**src/rtl/dma_desc_queue.sv**
```systemverilog
// ---------------------------------------------------------------------------
// dma_desc_queue
//
// Descriptor FIFO and launch sequencer in front of the DMA controller. The
// host pushes transfer descriptors. Each one is popped in order and checked
// for shape. Good descriptors are copied into the DMA config registers and
// launched with a single-cycle dma_start. The block then waits for dma_done.
// Every descriptor, good or bad, produces exactly one completion record.
//
// Parameters
//   DEPTH           FIFO entries. Must be a power of two and at least 2.
//   TIMEOUT_CYCLES  RUN-state watchdog limit. It is only used when the
//                   DMA_DESC_TIMEOUT_EN macro is defined.
//
// Build option
//   DMA_DESC_TIMEOUT_EN  When defined, a RUN that lasts TIMEOUT_CYCLES cycles
//                        without dma_done completes with status 2'b10. When
//                        undefined, RUN waits for dma_done indefinitely and
//                        there is no counter logic.
//
// Ports
//   clock, reset            clock; asynchronous active-high reset
//   desc_valid/desc_ready   descriptor push handshake
//   desc_*                  descriptor fields (addresses, size, 2D shape, tag)
//   flush                   drop every queued descriptor that has not been
//                           launched; the active job is left running
//   dma_start               1-cycle launch pulse to the DMA
//   dma_busy, dma_done      DMA status; dma_done is a pulse
//   dma_*                   registered DMA config, stable from launch through
//                           completion
//   active                  sequencer is not idle
//   queue_count             number of queued descriptors
//   cmpl_valid/tag/status   1-cycle completion record
//                           status: 00 ok, 01 bad descriptor, 10 timeout
//   dbg_state               sequencer state, for debug and checkers
//
// Handshake: a descriptor transfers on a rising clock edge where desc_valid
// and desc_ready are both high. desc_valid does not depend on desc_ready.
// desc_ready is low while flush is high or while the queue is full.
// ---------------------------------------------------------------------------
module dma_desc_queue #(
  parameter int DEPTH          = 4,
  parameter int TIMEOUT_CYCLES = 4096
) (
  input  logic                       clock,
  input  logic                       reset,
  // descriptor push
  input  logic                       desc_valid,
  output logic                       desc_ready,
  input  logic [31:0]                desc_src_addr,
  input  logic [31:0]                desc_dst_addr,
  input  logic [15:0]                desc_transfer_size,
  input  logic                       desc_mode_2d,
  input  logic [15:0]                desc_row_count,
  input  logic [15:0]                desc_col_count,
  input  logic [15:0]                desc_src_stride,
  input  logic [15:0]                desc_dst_stride,
  input  logic [7:0]                 desc_tag,
  input  logic                       flush,
  // DMA controller side
  output logic                       dma_start,
  input  logic                       dma_busy,
  input  logic                       dma_done,
  output logic [31:0]                dma_src_base_addr,
  output logic [31:0]                dma_dst_base_addr,
  output logic [15:0]                dma_transfer_size,
  output logic [15:0]                dma_row_count,
  output logic [15:0]                dma_col_count,
  output logic [15:0]                dma_src_row_stride,
  output logic [15:0]                dma_dst_row_stride,
  output logic                       dma_mode_2d,
  // status and completion
  output logic                       active,
  output logic [$clog2(DEPTH+1)-1:0] queue_count,
  output logic                       cmpl_valid,
  output logic [7:0]                 cmpl_tag,
  output logic [1:0]                 cmpl_status,
  output logic [1:0]                 dbg_state
);

  localparam int PTR_W = $clog2(DEPTH);
  localparam int CNT_W = $clog2(DEPTH + 1);

  localparam logic [1:0] ST_IDLE     = 2'd0;
  localparam logic [1:0] ST_LAUNCH   = 2'd1;
  localparam logic [1:0] ST_RUN      = 2'd2;
  localparam logic [1:0] ST_COMPLETE = 2'd3;

  localparam logic [1:0] STATUS_OK  = 2'b00;
  localparam logic [1:0] STATUS_BAD = 2'b01;

  // Bad parameter values are caught at elaboration time rather than
  // producing a queue with the wrong wrap behaviour.
  if (DEPTH < 2 || (DEPTH & (DEPTH - 1)) != 0 || TIMEOUT_CYCLES < 1) begin : g_param_check
    $error("dma_desc_queue: DEPTH must be a power of two >= 2 and TIMEOUT_CYCLES >= 1");
  end

  typedef struct packed {
    logic [31:0] src;
    logic [31:0] dst;
    logic [15:0] size;
    logic        mode_2d;
    logic [15:0] rows;
    logic [15:0] cols;
    logic [15:0] src_stride;
    logic [15:0] dst_stride;
    logic [7:0]  tag;
  } desc_t;

  // A linear transfer must be a non-zero whole number of 8-byte beats.
  // A 2D transfer must have at least one row and one beat per row.
  function automatic logic desc_is_bad(input desc_t d);
    if (d.mode_2d) begin
      return (d.rows == 16'd0) || (d.cols == 16'd0);
    end
    return (d.size == 16'd0) || (d.size[2:0] != 3'd0);
  endfunction

  // -------------------------------------------------------------------------
  // Descriptor FIFO
  // -------------------------------------------------------------------------
  desc_t            mem_q [DEPTH];
  desc_t            desc_in;
  desc_t            head;
  logic [PTR_W-1:0] wr_ptr_q, wr_ptr_d;
  logic [PTR_W-1:0] rd_ptr_q, rd_ptr_d;
  logic [CNT_W-1:0] count_q, count_d;
  logic             push;
  logic             pop;

  always_comb begin
    desc_in            = '0;
    desc_in.src        = desc_src_addr;
    desc_in.dst        = desc_dst_addr;
    desc_in.size       = desc_transfer_size;
    desc_in.mode_2d    = desc_mode_2d;
    desc_in.rows       = desc_row_count;
    desc_in.cols       = desc_col_count;
    desc_in.src_stride = desc_src_stride;
    desc_in.dst_stride = desc_dst_stride;
    desc_in.tag        = desc_tag;
  end

  assign desc_ready = !flush && (count_q < CNT_W'(DEPTH));
  assign push       = desc_valid && desc_ready;
  assign head       = mem_q[rd_ptr_q];

  // Pointers are exactly log2(DEPTH) bits wide, so an increment wraps modulo
  // DEPTH. Flush cannot coincide with a push or a pop, because desc_ready and
  // the pop condition both require flush to be low.
  always_comb begin
    wr_ptr_d = wr_ptr_q;
    rd_ptr_d = rd_ptr_q;
    count_d  = count_q;
    if (flush) begin
      wr_ptr_d = '0;
      rd_ptr_d = '0;
      count_d  = '0;
    end else begin
      if (push) begin
        wr_ptr_d = wr_ptr_q + PTR_W'(1);
      end
      if (pop) begin
        rd_ptr_d = rd_ptr_q + PTR_W'(1);
      end
      case ({push, pop})
        2'b10:   count_d = count_q + CNT_W'(1);
        2'b01:   count_d = count_q - CNT_W'(1);
        default: count_d = count_q;
      endcase
    end
  end

  // The storage has no reset. An entry is only read after it has been
  // written, because count_q gates every pop.
  always_ff @(posedge clock) begin
    if (push) begin
      mem_q[wr_ptr_q] <= desc_in;
    end
  end

  always_ff @(posedge clock or posedge reset) begin
    if (reset) begin
      wr_ptr_q <= '0;
      rd_ptr_q <= '0;
      count_q  <= '0;
    end else begin
      wr_ptr_q <= wr_ptr_d;
      rd_ptr_q <= rd_ptr_d;
      count_q  <= count_d;
    end
  end

  // -------------------------------------------------------------------------
  // Launch sequencer
  // -------------------------------------------------------------------------
  logic [1:0] state_q, state_d;
  desc_t      cfg_q, cfg_d;
  logic [1:0] status_q, status_d;

`ifdef DMA_DESC_TIMEOUT_EN
  localparam int               TMO_W          = $clog2(TIMEOUT_CYCLES + 1);
  localparam logic [TMO_W-1:0] TMO_LAST       = TMO_W'(TIMEOUT_CYCLES - 1);
  localparam logic [1:0]       STATUS_TIMEOUT = 2'b10;

  logic [TMO_W-1:0] tmo_cnt_q, tmo_cnt_d;

  // LAUNCH always precedes RUN, so the counter is zero in the first RUN
  // cycle. It then counts the RUN cycles that have already elapsed.
  assign tmo_cnt_d = (state_q == ST_RUN) ? tmo_cnt_q + TMO_W'(1) : '0;

  always_ff @(posedge clock or posedge reset) begin
    if (reset) begin
      tmo_cnt_q <= '0;
    end else begin
      tmo_cnt_q <= tmo_cnt_d;
    end
  end
`endif

  always_comb begin
    state_d  = state_q;
    cfg_d    = cfg_q;
    status_d = status_q;
    pop      = 1'b0;
    case (state_q)
      ST_IDLE: begin
        // Waiting for !dma_busy also covers a DMA that is still draining a
        // job that timed out.
        if ((count_q != '0) && !dma_busy && !flush) begin
          pop   = 1'b1;
          cfg_d = head;
          if (desc_is_bad(head)) begin
            state_d  = ST_COMPLETE;
            status_d = STATUS_BAD;
          end else begin
            state_d  = ST_LAUNCH;
            status_d = STATUS_OK;
          end
        end
      end
      ST_LAUNCH: begin
        state_d = ST_RUN;
      end
      ST_RUN: begin
        if (dma_done) begin
          state_d  = ST_COMPLETE;
          status_d = STATUS_OK;
        end
`ifdef DMA_DESC_TIMEOUT_EN
        else if (tmo_cnt_q == TMO_LAST) begin
          state_d  = ST_COMPLETE;
          status_d = STATUS_TIMEOUT;
        end
`endif
      end
      ST_COMPLETE: begin
        state_d = ST_IDLE;
      end
      default: begin
        state_d = ST_IDLE;
      end
    endcase
  end

  always_ff @(posedge clock or posedge reset) begin
    if (reset) begin
      state_q  <= ST_IDLE;
      cfg_q    <= '0;
      status_q <= STATUS_OK;
    end else begin
      state_q  <= state_d;
      cfg_q    <= cfg_d;
      status_q <= status_d;
    end
  end

  // -------------------------------------------------------------------------
  // Outputs
  // -------------------------------------------------------------------------
  // Strobes are decoded directly from the state register. Each one is
  // therefore high for exactly the single cycle spent in its state.
  assign dma_start  = (state_q == ST_LAUNCH);
  assign cmpl_valid = (state_q == ST_COMPLETE);
  assign active     = (state_q != ST_IDLE);
  assign dbg_state  = state_q;

  assign dma_src_base_addr  = cfg_q.src;
  assign dma_dst_base_addr  = cfg_q.dst;
  assign dma_transfer_size  = cfg_q.size;
  assign dma_row_count      = cfg_q.rows;
  assign dma_col_count      = cfg_q.cols;
  assign dma_src_row_stride = cfg_q.src_stride;
  assign dma_dst_row_stride = cfg_q.dst_stride;
  assign dma_mode_2d        = cfg_q.mode_2d;

  assign queue_count = count_q;
  assign cmpl_tag    = cfg_q.tag;
  assign cmpl_status = status_q;

endmodule

```
**config.mk**
```make
export PLATFORM = sky130hd
export DESIGN_NAME = dma_desc_queue
export DESIGN_NICKNAME = d
export VERILOG_FILES = /design/src/rtl/dma_desc_queue.sv
export SDC_FILE = /design/constraint.sdc
export NUM_CORES = 1
export LEC_CHECK = 0
export ABC_CLOCK_PERIOD_IN_PS = 5780
export CAP_MARGIN = 20
export CORE_MARGIN = 2
export CORE_UTILIZATION = 45
export DETAILED_ROUTE_END_ITERATION = 10
export DONT_BUFFER_PORTS = 1
export PLACE_DENSITY = 0.66
export SETUP_SLACK_MARGIN = 0.4
export SKIP_CTS_REPAIR_TIMING = 1
export SYNTH_ARGS = -nofsm -noshare
export SYNTH_HDL_FRONTEND = slang
export SYNTH_SLANG_ARGS = --single-unit
export TNS_END_PERCENT = 10
```
**constraint.sdc**
```tcl
create_clock -name clock -period 5.78 [get_ports clock]
set_clock_uncertainty 0.1 [all_clocks]
set_input_delay 0.578 -clock clock [delete_from_list [all_inputs] [get_ports clock]]
set_output_delay 0.578 -clock clock [all_outputs]
set_load 0.02 [all_outputs]
```
Word-level counts from Yosys, hierarchy flattened
Memory sizes are Yosys's and may differ from the RTL's.
Cells that the tools add are included.
{ "word_totals": {"reg_bits": 164, "ramBits": 612, "input_bits": 159, "out_inout_bits": 164, "wordCells": 74, "memories": 1} }
{ "op_classes": {"n_addsub": 4, "order_cmp": 1, "n_eq_ne": 7, "mux": 25, "n_reduce_logical": 22} }
{ "memory_table": {"columns": ["memory", "depth", "width", "read_ports", "rd_ports_with_merged_regs", "wr", "line", "rtl"], "rows": [
  ["mem_q", 4, 153, 1, 0, 1, "122", "desc_t mem_q [DEPTH];"]
]} }
{ "ops": {"columns": ["operator", "n"], "rows": [
  ["$logic_not 16->1", 3],
  ["$mux 2", 9],
  ["$mux 1", 12],
  ["$reduce_bool 3->1", 3],
  ["$pmux 2 s4", 1],
  ["$reduce_bool 2->1", 4],
  ["$eq 2x2->1 const B", 3],
  ["$pmux 3 s2", 1],
  ["$add 2x1->2 const B", 2],
  ["$eq 2x1->1 const B", 2],
  ["$logic_and 1x1->1", 4],
  ["$ne 2x2->1 const B", 2],
  ["$pmux 2 s2", 1],
  ["$reduce_and 2->1", 2],
  ["$add 3x1->3 const B", 1],
  ["$lt 3x3->1 const B", 1],
  ["$mux 3", 1],
  ["$reduce_and 3->1", 1],
  ["$sub 3x1->3 const B", 1],
  ["$logic_not 1->1", 2],
  ["$logic_not 2->1", 1],
  ["$logic_or 1x1->1", 2]
]} }

Longest topological paths before layout
Gate-level depths: netlist (run 1).
{ "logic_depth": {"ltp_word": 11, "depth_mapped": 11, "ltp_nobuf": 8} }

Least setup slack after synthesis (run 1)
OpenSTA, ideal clock, no wires.
{ "synth_timing": {"path_type": "input -> register", "startpoint": "input flush", "endpoint": "memory mem_q[1][0] in the netlist's numbering, enable pin", "setup_ps": 531, "arrival_time_ps": 4891, "required_time_ps": 5149, "setup_slack_ps": 258, "cell_stages": 3, "n_path_buf": 1, "path_cell_list": "clkbuf_1 nor3b_1 and2_1"} }
{ "synth_via": {"elab_chain_len": 5} }
{ "synth_lines": {"columns": ["element", "line", "rtl"], "rows": [
  ["start, declared", "59", "input logic flush,"],
  ["$logic_not 1->1", "144", "assign desc_ready = !flush && (count_q < CNT_W'(DEPTH));"],
  ["$logic_and 1x1->1", "144", null],
  ["$logic_and 1x1->1", "145", "assign push = desc_valid && desc_ready;"],
  ["$mux 1", "177", "if (push) begin"],
  ["$mux 1 (implied by the code)", "178", "mem_q[wr_ptr_q] <= desc_in;"],
  ["end, declared", "122", null]
]} }
Every way passes these cells.

Worst setup path after layout (run 1)
{ "layout_timing": {"startpoint": "register state_q[1], in the netlist dbg_state[1]", "endpoint": "register cfg_q, in the netlist dma_src_base_addr[15]"} }
{ "layout_via": {"elab_chain_len": 2} }
{ "layout_lines": {"columns": ["element", "line", "rtl"], "rows": [
  ["start, declared", "197", "logic [1:0] state_q, state_d;"],
  ["start signal, assigned", "272", "state_q <= state_d;"],
  ["$logic_not 2->1", "226", "case (state_q)"],
  ["$reduce_and 2->1 (no source line)", null, null],
  ["end signal, assigned", "273", "cfg_q <= cfg_d;"],
  ["end, declared", "198", "desc_t cfg_q, cfg_d;"]
]} }
Every way passes these cells.
A chain may end at the register's enable or synchronous reset.

==> flow_summary.toml, run 1 <==
[status]
status = "finished, final reports clean"

[cts]
numCtsBuffers = 80
clock_latency_ns = 0.62
htreeDepth = 3
root_buffer = "clkbuf_16"
clock_sinks = 775
cts_tree = "yes"
clk_path_buf_depth = 3
clkTransAtPathRegs_ns = 0.06

[routing]
vias_per_cell = 5.35
routed-wl-met2_um = 31700
drc = 0
totalWireLength_um = 62100
dr.pass1.iters = 5
drt_iter0_markers = 1112
wl_met3_um = 4150
top_layer_used = "met5"
ant_nets = 0
met1_length_um = 24600
dr_total_vias = 14100
wl_per_cell_um = 23.5

[floorplanning]
num_io_pins = 323
die_w_um = 256
die_height_um = 256
design.core.area_um2 = 62900
rows = 92
dieArea_um2 = 65400
start_util = 0.454

[power]
worst_ir_drop_vdd_mv = 0.321
pwr_density_cell_nw_per_um2 = 443
cellLeakagePower_nw = 12.0

[logic_synthesis]
synth-seq-cells = 775
yosysTopAreaCellShare = 0.644
synth_area_leaders = "edfxtp_1 64%, dfrtp_1 14%, mux4_2 11%, nand2_1 6.1%, mux4_1 0.74%"
yosys.cell_count.top_type = "edfxtp_1"
synth_cell_types = 40
synth_cells = 1534
synth.cell_area_um2 = 28500
synth_top_area_cell = "edfxtp_1"
synth_common_cells = "612 x edfxtp_1, 464 x nand2_1, 163 x dfrtp_1"
yosysSeqAreaShare = 0.787
ys_warn_count = 0
async_flop_share = 0.210
postSynthAreaPerCell_um2 = 18.6
ys.flop_type = "edfxtp_1"
synth_nets = 1703
synth-edff-count = 612

[worst_setup_path]
critPathKind = "register to register"
rr_startpoint = "dbg_state[1]"
start_kind = "register"
arrival_ns = 3.90
worstSetupStartpoint = "dbg_state[1]"
cp_max_fo = 66
cp-end-kind = "register"
critical_path_required_ns = 6.22

[global_route]
grt_max_degree = 119
grt_usage = 0.190
grt.overflow.total = 0
grt_pass1_wl_um = 92000
antenna_found_initial = 9
first_global_vias = 14400

[timing]
max_slew.worst_pin.slew_ns = 1.11
fin_crit_ns = 3.45
max_freq_mhz = 290
fin_tns_setup_ns = 0
finalMaxSlewViolations = 0
period_share = 0.597
relSlewSlack = 0.254
grt_setup_unrepaired = "false"
setup_viol = 0
hold_viol_final = 0

[placed_design]
gp_congestion = 0.747
port_buffers = 0
placed_cell_area_um2 = 29600
hpwl_um = 36300

[finish]
final_cell_area_um2 = 33700
area_growth_pct = 18.1
fillers = 5005
finalNetCount = 1893
drive_above_1_share = 0.172

[hold_path]
hold_class = "input pin to register"
min-delay-start = "flush"

[flow_run]
drv_cap = 0
[through the flow]
step / utilization / total power [W] / hold slack, ns / setup slack, ns / std cells
2_1_floorplan: - / 0.00931 / 0.462 / 0.258 / 1534
3_3_place_gp: 0.470 / 0.00990 / 0.487 / 2.32 / 2333
3_5_place_dp: 0.470 / 0.00997 / 0.503 / 2.30 / 2333
4_1_cts: 0.511 / 0.0150 / -0.123 / 2.28 / 2482
5_1_grt: 0.536 / 0.0156 / 0.0415 / 2.15 / 2641
6_report: 0.536 / 0.0149 / 0.0705 / 2.33 / 2642
[placed cells by master, fill, tap and decap left out, types with 7 or more instances in the layout]
cell type	n
nor2_1	8
clkbuf_16	80
inv_1	7
dlygate4sd3_1	155
mux4_1	8
clkinv_2	14
nand2_1	464
mux4_2	145
inv_6	7
buf_4	17
edfxtp_1	612
buf_12	7
nor4_1	9
clkbuf_1	17
clkbuf_8	13
dfrtp_1	161
ha_1	9
[critical path: stages, from the launching register on]
cell	delay, ns
dfrtp_1	0.55
inv_1	0.20
ha_1	0.23
inv_1	0.20
nor4_2	0.94
buf_12	0.39
buf_4	0.49
nand2_1	0.11
nand2_1	0.08
[kinds of logic (layout without fill, tap and decap cells)]
kind of cell,count (synthesis),after routing,share of synthesized area
other,1,6,0.000131
buffers and inverters,79,336,0.0129
AND/OR/NAND/NOR,498,498,0.0682
multiplexers,155,155,0.123
flip-flops,775,775,0.787
XOR/XNOR,2,2,0.000614
adder cells (fa/ha/maj),10,10,0.00465
AO/OA/AOI/OAI,14,14,0.00373
[where the power goes]
group          switching (W)  leakage, nW  internal, W  total, W
Combinational       0.000987         3.11     0.000767   0.00175
Clock                0.00212         1.27      0.00288   0.00500
Sequential           0.00133         7.62      0.00686   0.00819
[layer usage]
layer | global-route usage | up-vias
li1 | - | 6189
met1 | 0.226 | 7456
met2 | 0.322 | 392
met3 | 0.0672 | 96
met4 | 0.0624 | 8
met5 | 0 | -
[final cells by class]
| cell class | count | area, um^2 | area share |
|---|---|---|---|
| flip-flops and latches | 775 | 22500 | 0.667 |
| multi-input cells | 680 | 5720 | 0.170 |
| clock buffers | 110 | 2240 | 0.0666 |
| repair buffers | 179 | 1820 | 0.0540 |
| well taps | 846 | 1060 | 0.0314 |
| clock inverters | 39 | 344 | 0.0102 |
| inverters | 8 | 37.5 | 0.00111 |
| diodes | 5 | 12.5 | 0.000371 |
[registers in the layout, indices dropped and copies added (netlist names), 2 cells and up]
signal	flops
cmpl_tag	8
dbg_state	2
rd_ptr_q	2
mem_q	612
wr_ptr_q	2
dma_transfer_size	16
dma_dst_row_stride	16
queue_count	3
dma_dst_base_addr	32
dma_col_count	16
dma_row_count	16
dma_src_row_stride	16
dma_src_base_addr	32
[worst paths after layout]
path,end,slack [ns],cells after the start
max,dma_src_base_addr[15],2.33,8
min,queue_count[1],0.07,3
max reg2reg,dma_src_base_addr[15],2.33,8
min reg2reg,wr_ptr_q[0],0.52,2
max in group asynchronous,dma_src_base_addr[6],3.59,3
min in group asynchronous,dma_src_base_addr[2],0.55,2
No activity file was read; power rests on OpenSTA's default activity.
==> run 2: changes to the inputs <==
--- a/config.mk
+++ b/config.mk
@@ -5,7 +5,7 @@
 export SDC_FILE = /design/constraint.sdc
 export NUM_CORES = 1
 export LEC_CHECK = 0
-export ABC_CLOCK_PERIOD_IN_PS = 5780
+export ABC_CLOCK_PERIOD_IN_PS = 3340
 export CAP_MARGIN = 20
 export CORE_MARGIN = 2
 export CORE_UTILIZATION = 45
==> constraint.sdc (replaced) <==
create_clock -name clock -period 3.34 [get_ports clock]
set_clock_uncertainty 0.1 [all_clocks]
set_input_delay 0.334 -clock clock [delete_from_list [all_inputs] [get_ports clock]]
set_output_delay 0.334 -clock clock [all_outputs]
set_load 0.02 [all_outputs]
==> flow_summary.toml, run 2 (synthesis results as in run 1) <==
[status]
status = "finished, final reports clean"

[floorplanning]
rows = 92
die_height_um = 256
num_io_pins = 323
design.core.area_um2 = 62900
die_w_um = 256
start_util = 0.454
dieArea_um2 = 65400

[cts]
htreeDepth = 3
clock_sinks = 775
cts_tree = "yes"
numCtsBuffers = 80
clock_latency_ns = 0.62
clkTransAtPathRegs_ns = 0.06
root_buffer = "clkbuf_16"
clk_path_buf_depth = 3

[finish]
layoutNonFillerInstCount = 2669
fillers = 4936
final_common_cell = "edfxtp_1"
final_cell_area_um2 = 34100
largest_reg_flops = 612
area_growth_pct = 19.7
top_register = "mem_q"
finalNetCount = 1918
drive_above_1_share = 0.182
final_cell_mix = "612 x edfxtp_1, 464 x nand2_1, 160 x dfrtp_1, 157 x dlygate4sd3_1, 145 x mux4_2"

[power]
worst_ir_drop_vdd_mv = 0.530
cellLeakagePower_nw = 12.2
finalPower_w = 0.0262
pwr_density_cell_nw_per_um2 = 768

[timing]
grt_setup_unrepaired = "true"
hold_ws_ns = 0.0242
period_share = 0.853
max_freq_mhz = 351
finalMaxSlewViolations = 0
setup_viol = 0
hold_viol_final = 0
max_slew.worst_pin.slew_ns = 0.915
relSlewSlack = 0.390
fin_crit_ns = 2.85

[worst_setup_path]
cp-end-kind = "register"
arrival_ns = 3.29
crit_buf_inv = 2
cp_max_fo = 31
slowest_stage = "dfrtp_4"
critical_path_required_ns = 3.78
crit_path_cell_trace = "buf_12 > mux4_2 > nor4_1 > buf_4 > nand4_1 > nand3_1 > a41o_1"
crit_family = "flip-flops"
slowest_delay_ns = 0.83
critPathKind = "register to register"
start_kind = "register"

[placed_design]
place_inst = 2356
gp_congestion = 0.758
hpwl_um = 36200
placed_cell_area_um2 = 29900
port_buffers = 0

[global_route]
first_global_vias = 14500
antenna_found_initial = 8
grt_max_degree = 104
grt_usage = 0.190
grt_pass1_wl_um = 92900
grt.overflow.total = 0

[routing]
dr.pass1.iters = 5
vias_per_cell = 5.34
drc = 0
dr_total_vias = 14300
totalWireLength_um = 61800
drt_iter0_markers = 1112
ant_nets = 0
wl_per_cell_um = 23.2

[hold_path]
hold_class = "input pin to register"

[flow_run]
drv_cap = 0
## run 2: changes by cell type in the layout (fill, tap and decap cells not counted), moves of 2 or more
cell / before / now
buf_12: 7 / 20
buf_4: 17 / 27
bufinv_16: 3 / 6
clkbuf_16: 80 / 82
clkbuf_8: 13 / 11
clkinv_1: 5 / 8
clkinv_2: 14 / 16
clkinvlp_4: 5 / 2
dlygate4sd3_1: 155 / 157
inv_4: 0 / 2
inv_6: 7 / 3
## run 2: layout make-up
type	instances	area, um^2	share of cell area
sequential	775	22500	0.658
multi-input combinational	680	5720	0.168
clock buffer	110	2270	0.0664
timing repair buffer	204	2170	0.0637
tap	846	1060	0.0310
clock inverter	40	398	0.0117
inverter	8	33.8	0.000990
antenna	6	15.0	0.000440
## run 2: tightest hold or removal path: stages
cell     delay, ns
nor3b_1       0.05
buf_4         0.16
nand2_1       0.07
o31ai_1       0.07
## run 2: path summary, 6_finish.rpt
check	end	from	depth (start not counted)	slack (ns)
worst max-delay path	dbg_state[1]	rd_ptr_q[0]	7	0.49
worst min register to register	dma_src_base_addr[23]	dma_src_base_addr[23]	2	0.52
worst max register to register	dbg_state[1]	rd_ptr_q[0]	7	0.49
worst min-delay path	wr_ptr_q[1]	flush	4	0.02
max in group asynchronous	dma_dst_base_addr[7]	reset	3	2.07
min in group asynchronous	dma_src_base_addr[19]	reset	3	0.25
## run 2: power by group
group	switching (W)	internal [W]	leakage [nW]	total (W)
combinational	0.00177	0.00142	3.28	0.00319
sequential	0.00226	0.0119	7.62	0.0141
clock	0.00365	0.00525	1.32	0.00890
## run 2: through the flow
| stage | setup slack [ns] | setup TNS [ns] | util |
|---|---|---|---|
| 6_report | 0.491 | 0 | 0.543 |
| 5_1_grt | 0.363 | 0 | 0.543 |
| 4_1_cts | 0.468 | 0 | 0.518 |
| 3_5_place_dp | 0.488 | 0 | 0.475 |
| 3_3_place_gp | 0.475 | 0 | 0.475 |
| 2_1_floorplan | -0.268 | -164.13 | - |
## run 2: metal layers
metal | global-route usage | routed length (um) | part of all wire
met5 | 0 | 22 | 0.00036
met4 | 0.0692 | 1940 | 0.031
met3 | 0.0589 | 3740 | 0.061
met2 | 0.321 | 31600 | 0.51
met1 | 0.231 | 24600 | 0.40
==> run 3: changes to the inputs <==
--- a/config.mk
+++ b/config.mk
@@ -6,12 +6,11 @@
 export NUM_CORES = 1
 export LEC_CHECK = 0
 export ABC_CLOCK_PERIOD_IN_PS = 3340
-export CAP_MARGIN = 20
 export CORE_MARGIN = 2
-export CORE_UTILIZATION = 45
+export CORE_UTILIZATION = 29
 export DETAILED_ROUTE_END_ITERATION = 10
 export DONT_BUFFER_PORTS = 1
-export PLACE_DENSITY = 0.66
+export PLACE_DENSITY = 0.49
 export SETUP_SLACK_MARGIN = 0.4
 export SKIP_CTS_REPAIR_TIMING = 1
 export SYNTH_ARGS = -nofsm -noshare
==> flow_summary.toml, run 3 (synthesis results as in run 1) <==
[worst_setup_path]
cp-end-kind = "register"
critPathKind = "register to register"
arrival_ns = 3.33
critical_path_required_ns = 3.77
cp_max_fo = 68
start_kind = "register"

[floorplanning]
design.core.area_um2 = 98000
start_util = 0.291
rows = 115
die_w_um = 318
num_io_pins = 323
dieArea_um2 = 101000
die_height_um = 318

[flow_run]
drv_cap = 0

[finish]
drive_above_1_share = 0.185
final_cell_mix = "612 x edfxtp_1, 464 x nand2_1, 161 x dfrtp_1, 158 x dlygate4sd3_1, 145 x mux4_2"
top_register = "mem_q"
final_common_cell = "edfxtp_1"
area_growth_pct = 22.8
finalNetCount = 1929
largest_reg_flops = 612
layoutNonFillerInstCount = 3124

[cts]
cts_tree = "yes"
clock_latency_ns = 0.65
htreeDepth = 3
root_buffer = "clkbuf_16"
clock_sinks = 775
numCtsBuffers = 87
clkTransAtPathRegs_ns = 0.06
clk_path_buf_depth = 3

[global_route]
grt_max_degree = 83
first_global_vias = 14600
grt.overflow.total = 0
grt_usage = 0.134
grt_pass1_wl_um = 99200
antenna_found_initial = 9

[timing]
grt_setup_unrepaired = "false"
setup_viol = 0
relSlewSlack = 0.304
worst_slack_ns = 0.443
max_slew.worst_pin.slew_ns = 1.04
max_freq_mhz = 345
finalMaxSlewViolations = 0
fin_tns_setup_ns = 0
period_share = 0.867
fin_crit_ns = 2.90
hold_viol_final = 0

[hold_path]
hold_class = "input pin to register"

[placed_design]
hpwl_um = 40800
port_buffers = 0
post-place-ws_ns = 0.393
place_inst = 2800
gp_congestion = 0.705

[routing]
ant_nets = 0
drt_iter0_markers = 1038
wl_per_cell_um = 21.7
vias_per_cell = 4.52
totalWireLength_um = 67800
dr_total_vias = 14100
drc = 0
dr.pass1.iters = 5

[power]
cellLeakagePower_nw = 12.4
worst_ir_drop_vdd_mv = 0.457
pwr_density_cell_nw_per_um2 = 776
finalPower_w = 0.0272

[status]
status = "finished, final reports clean"
==> run 3: path summary, 6_finish.rpt <==
path	start	endpoint	slack, ns	cells past startpoint
max	dbg_state[1]	dma_src_base_addr[17]	0.44	7
min	desc_valid	wr_ptr_q[1]	0.04	4
max reg2reg	dbg_state[1]	dma_src_base_addr[17]	0.44	7
min reg2reg	dma_dst_row_stride[9]	dma_dst_row_stride[9]	0.52	2
max in group asynchronous	reset	dma_src_base_addr[9]	1.96	3
min in group asynchronous	reset	dma_col_count[7]	0.23	2
==> run 3: report_power, final <==
part	internal [W]	switching, W
clock network	0.00597	0.00391
logic	0.00141	0.00181
registers	0.0119	0.00223
total	0.0192	0.00795
==> run 3: area by class of cell <==
class | instances | area (um^2)
fillers | 9099 | 63000
flip-flops and latches | 775 | 22500
multi-input cells | 680 | 5730
clock buffers | 120 | 2420
repair buffers | 208 | 2210
well taps | 1287 | 1610
clock inverters | 42 | 557
inverters | 8 | 33.8
diodes | 4 | 10.0
==> run 3: stage by stage <==
| step | utilization | area, um^2 | hold slack, ns |
|---|---|---|---|
| final | 0.358 | 35000 | 0.0414 |
| after detailed placement | 0.311 | 30500 | 0.286 |
| after global routing | 0.358 | 35000 | 0.000570 |
| after CTS | 0.341 | 33400 | -0.437 |
| after floorplan | - | 28500 | 0.333 |
| after global placement | 0.311 | 30500 | 0.277 |
==> run 3: routing by layer <==
layer | vias up | part of all wire | GRT usage
met4 | 10 | 0.022 | 0.0430
met3 | 106 | 0.057 | 0.0508
met5 | - | 0.00077 | 0
li1 | 6261 | - | -
met2 | 314 | 0.52 | 0.236
met1 | 7441 | 0.40 | 0.148
==> run 3: worst max-delay path, cell delays in order (launching register included) <==
cell and delay [ns]:
dfrtp_1 0.49, inv_1 0.19, ha_1 0.35, inv_1 0.26, or4_4 0.58, buf_4 0.35
nand2_1 0.22, nand2_1 0.07
